===== config.mk =====
export PLATFORM = sky130hd
export DESIGN_NAME = stp_wrapper_flat
export DESIGN_NICKNAME = d
export VERILOG_FILES = /design/src/rtl/fft_pkg.sv /design/src/rtl/stp_wrapper_if.sv /design/src/rtl/stp_wrapper.sv /design/src/flat_wrapper.sv
export SDC_FILE = /design/constraint.sdc
export NUM_CORES = 2
export LEC_CHECK = 0
export ABC_AREA = 0
export ABC_CLOCK_PERIOD_IN_PS = 2800
export CORE_MARGIN = 4
export CORE_UTILIZATION = 56
export CTS_CLUSTER_DIAMETER = 120
export DETAILED_ROUTE_END_ITERATION = 12
export GPL_ROUTABILITY_DRIVEN = 0
export HOLD_SLACK_MARGIN = 0.05
export PLACE_DENSITY = 0.88
export SLEW_MARGIN = 5
export SYNTH_ARGS = -nofsm -noshare
export SYNTH_HDL_FRONTEND = slang
export SYNTH_SLANG_ARGS = --single-unit

===== constraint.sdc =====
create_clock -name clk -period 2.8 [get_ports clk]
set_input_delay 0.84 -clock clk [delete_from_list [all_inputs] [get_ports clk]]
set_output_delay 0.84 -clock clk [all_outputs]
set_load 0.01 [all_outputs]

===== src/rtl/fft_pkg.sv =====
// Shared FFT datapath types: frame geometry, sample/frame types, collector FSM states.
package fft_pkg;
  localparam int NUM_SAMPLES = 32;
  localparam int SAMPLE_W    = 16;
  localparam int CNT_W       = $clog2(NUM_SAMPLES);

  typedef logic [SAMPLE_W-1:0]     sample_t;
  typedef sample_t [NUM_SAMPLES-1:0] frame_t;

  typedef enum logic {COLLECT, FULL} stp_state_e;
endpackage


===== src/rtl/stp_wrapper_if.sv =====
// Serial sample input plus parallel frame valid/ack handshake of the input collector.
interface stp_wrapper_if;
  import fft_pkg::*;

  logic    in_strobe;
  sample_t serial_in;
  logic    in_ready;
  frame_t  data_par_in;
  logic    data_valid;
  logic    data_ack;
  logic    overrun;

  modport master (
    output in_strobe, serial_in, data_ack,
    input  in_ready, data_par_in, data_valid, overrun
  );

  modport slave (
    input  in_strobe, serial_in, data_ack,
    output in_ready, data_par_in, data_valid, overrun
  );
endinterface


===== src/rtl/stp_wrapper.sv =====
// Double-buffered serial-to-parallel collector: shifts samples into a collect frame,
// then hands complete frames to the FFT core through a valid/ack output register.
module stp_wrapper
  import fft_pkg::*;
(
  input  logic          clk,
  input  logic          rst,
  stp_wrapper_if.slave  bus
);

  stp_state_e       state, state_nxt;
  frame_t           col_q, col_nxt, par_q, load_frame;
  logic [CNT_W-1:0] cnt;
  logic             valid_q, ovr_q;
  logic             accept, last, xfer_ok, load;

  assign bus.in_ready    = (state == COLLECT);
  assign bus.data_par_in = par_q;
  assign bus.data_valid  = valid_q;
  assign bus.overrun     = ovr_q;

  assign accept  = bus.in_strobe && bus.in_ready;
  assign last    = accept && (cnt == CNT_W'(NUM_SAMPLES - 1));
  assign xfer_ok = !valid_q || bus.data_ack;
  // Right shift so the first sample ends up in element 0 after a full frame.
  assign col_nxt = {bus.serial_in, col_q[NUM_SAMPLES-1:1]};

  always_comb begin
    state_nxt  = state;
    load       = 1'b0;
    load_frame = col_nxt;
    unique case (state)
      COLLECT: begin
        if (last) begin
          if (xfer_ok) load = 1'b1;
          else         state_nxt = FULL;
        end
      end
      FULL: begin
        // Only reachable with valid_q set, so an ack here is always honoured.
        load_frame = col_q;
        if (bus.data_ack) begin
          load      = 1'b1;
          state_nxt = COLLECT;
        end
      end
    endcase
  end

  always_ff @(posedge clk) begin
    if (rst) begin
      state   <= COLLECT;
      col_q   <= '0;
      par_q   <= '0;
      cnt     <= '0;
      valid_q <= 1'b0;
      ovr_q   <= 1'b0;
    end else begin
      state <= state_nxt;
      if (accept) begin
        col_q <= col_nxt;
        cnt   <= cnt + 1'b1;
      end
      if (load)                        par_q   <= load_frame;
      if (load)                        valid_q <= 1'b1;
      else if (bus.data_ack && valid_q) valid_q <= 1'b0;
      if (bus.in_strobe && !bus.in_ready) ovr_q <= 1'b1;
    end
  end

endmodule


===== src/flat_wrapper.sv =====
// flat-port wrapper written by rule: the top's interface ports become plain ports
module stp_wrapper_flat import fft_pkg::*;
  (clk, rst, bus_in_strobe, bus_serial_in, bus_data_ack, bus_in_ready, bus_data_par_in, bus_data_valid, bus_overrun);
  stp_wrapper_if bus_i ();
  input  logic clk;
  input  logic rst;
  input wire logic [$bits(bus_i.in_strobe)-1:0] bus_in_strobe;
  input wire logic [$bits(bus_i.serial_in)-1:0] bus_serial_in;
  input wire logic [$bits(bus_i.data_ack)-1:0] bus_data_ack;
  output wire logic [$bits(bus_i.in_ready)-1:0] bus_in_ready;
  output wire logic [$bits(bus_i.data_par_in)-1:0] bus_data_par_in;
  output wire logic [$bits(bus_i.data_valid)-1:0] bus_data_valid;
  output wire logic [$bits(bus_i.overrun)-1:0] bus_overrun;
  assign bus_i.in_strobe = bus_in_strobe;
  assign bus_i.serial_in = bus_serial_in;
  assign bus_i.data_ack = bus_data_ack;
  assign bus_in_ready = bus_i.in_ready;
  assign bus_data_par_in = bus_i.data_par_in;
  assign bus_data_valid = bus_i.data_valid;
  assign bus_overrun = bus_i.overrun;
  stp_wrapper u_core (.clk(clk), .rst(rst), .bus(bus_i));
endmodule

==> reports/metrics.yaml <==
cts:
  cts_tree: "built"
  cts_buffer_depth: 3
  path_clk_slew_ps: 70
  cts_resized: 0
  cts_buffers: 99
  clock_sinks: 1032
  worstSkewPairLatency_ps: 660
  root_buffer: "clkbuf_16"
  htreeDepth: 3
finish:
  stdcell_count: 6026
  finalNetCount: 4940
  area_growth_pct: 22.5
  fillers: 5136
  drive_gt1_frac: 0.158
pwr:
  power_density_nw_per_um2: 544
  total_power_uw: 29000
  swShare: 0.221
  power.internal_uw: 22600
  p_clk_frac: 0.461
  irDropWorstVdd_mv: 0.465
  p_leak_uw: 0.0151
  p_comb_frac: 0.030
  seq_power_share: 0.509
  p_sw_uw: 6400
worst_setup_path:
  crit_path_end_kind: "output port"
  slowest_stage: "clkdlybuf4s50_1"
  crit_fanout: 4
  critPathTopFamily: "buffers and inverters"
  critical_path_required_ps: 1960
  path_cells: "clkdlybuf4s50_1"
  worst_ep_arrival_time_ps: 1740
  critPathBufInv: 1
  crit_path_max_incr_delay_ps: 660
  worstSetupStartpointType: "flop"
  worst-setup-path-type: "reg -> out"
timing:
  fin_crit_sh: 0.923
  tightest_slew_ps: 983
  clock-skew-final_ps: 31.6
  slew_viol_final: 0
  period_needed_ps: 2580
  finalSetupViolCount: 0
  setup_tns_ps: 0
  hold_viol: 0
  max_slew_margin: 0.345
  rsz0062_at_grt: "no"
  fmax_mhz: 387
  fin_hold_ws_ps: 456
synthesis:
  yosys_warnings: 0
  synth_cells: 4593
  ys_seq_elements: 1032
  synth-edff-count: 0
  syn_nets: 4615
  ys_types: 28
  synth_common_cells: "1,032 x dfxtp_1, 1,029 x a21oi_1, 1,028 x nand2_1, 513 x mux2i_1, 480 x a211oi_2"
  ys_async_sr_fraction: 0
  syn_area_um2: 43500
  synth_top_area_frac: 0.475
  avgSynthCellArea_um2: 9.47
  synth_top_area_cell: "dfxtp_1"
  ys.flop_type: "dfxtp_1"
  synth_area_leaders: "dfxtp_1 47%, a211oi_2 14%, a21oi_1 12%, mux2i_1 12%, nand2_1 8.9%"
  post-synth-top-count-cell: "dfxtp_1"
  ys_seq_area_frac: 0.475
global_route:
  grt_max_degree: 127
  grt_pass1_wl_mm: 204
  grtUsageMet3: 0.0508
  grt_pass1_vias: 35800
  grt.busiest_layer: "met2"
  gr-usage-met2: 0.507
  grt-ovfl-total: 0
  grt_use_total: 0.306
  antenna_found_initial: 1
  gr-usage-met1: 0.392
place:
  hpwl_mm: 85.5
  port_buffers: 534
  dp_cells: 5846
detailed_routing:
  dr.pass1.iters: 6
  vias: 37200
  avgViaCountPerCell: 6.17
  ant_nets: 0
  wl_mm: 132
  wl_per_cell_um: 21.9
  drc_errors: 0
  drtIter0Drc: 4357
worst_hold_path:
  hold_path_class: "reg -> reg"
run_status:
  outcome: "completed"
die:
  die_h_um: 287
  initial_utilization: 0.569
  fp.dieW_um: 287
  io_pins: 535
  rows: 101
  core_area_um2: 76500
  die_area_um2: 82200
run:
  drv_cap: 0
## placed cells by master, fill, tap and decap left out, types with 32 or more instances in the layout
cell type           n
dfxtp_1          1031
a21oi_1          1029
nand2_1          1028
clkdlybuf4s50_1   533
mux2i_1           513
a211oi_2          480
clkbuf_16         100
buf_12             85
buf_4              63
a211oi_1           32
## final cells by class
type	count	area, µm²	area share
inverter	1	3.75	0.0000705
tap	1030	1290	0.0242
sequential	1032	20700	0.388
timing repair buffer	682	7520	0.141
antenna	2	5.00	0.0000940
clock buffer	146	2900	0.0544
clock inverter	31	329	0.00618
multi-input combinational	3102	20600	0.386
## kinds of logic after synthesis
logic type / share of synthesized area
compound gates: 0.263
simple gates: 0.0902
flops: 0.475
mux: 0.118
buf+inv: 0.0532
xor+xnor: 0.000403
fa+ha+maj: 0.000575
## per-layer routing
metal / wire, µm / up-vias
met5: 0 / -
met4: 6440 / 0
met3: 11100 / 361
met2: 63400 / 1950
met1: 51400 / 18000
li1: - / 16800
## worst paths after layout
kind,startpoint,endpoint,slack (ps),depth (start not counted)
setup / recovery,u_core.bus.data_valid,bus_data_valid,220,1
hold / removal,u_core.col_q[9],u_core.col_q[9],460,2
setup reg to reg,u_core.cnt[0],u_core.bus.data_par_in[186],520,8
hold reg to reg,u_core.col_q[9],u_core.col_q[9],460,2
## worst min-delay path, cell delays in order (launching register included)
cell     delay [ps]
dfxtp_1         310
nand2_1          50
a21oi_1          50
## power by group through the flow
stage | Clock, µW | Sequential, µW | Combinational [µW]
after floorplan | 0 | 15100 | 525
after global placement | 0 | 15100 | 839
after detailed placement | 0 | 15100 | 848
after CTS | 13400 | 14700 | 854
after global routing | 14000 | 14700 | 915
final | 13400 | 14700 | 868
## timing repair
item / CTS / global route
endpoints found under the setup margin: 1 / 0
hold buffers: 0 / 0
setup buffers: 1 / 0
## registers in the layout (all words and copies together), names as in the netlist
register and count:
u_core.col_nxt 496, u_core.state 1, u_core.bus.overrun 1, u_core.col_q 16
u_core.cnt 5, u_core.bus.data_par_in 512, u_core.bus.data_valid 1
## metrics by stage
stage	area, µm²	worst slack, ps	util
6_report	53300	216	0.697
5_1_grt	53300	163	0.697
4_1_cts	53300	190	0.697
3_5_place_dp	50000	113	0.654
3_3_place_gp	50000	145	0.654
2_1_floorplan	43500	785	-
No activity file was read; power rests on OpenSTA's default activity.
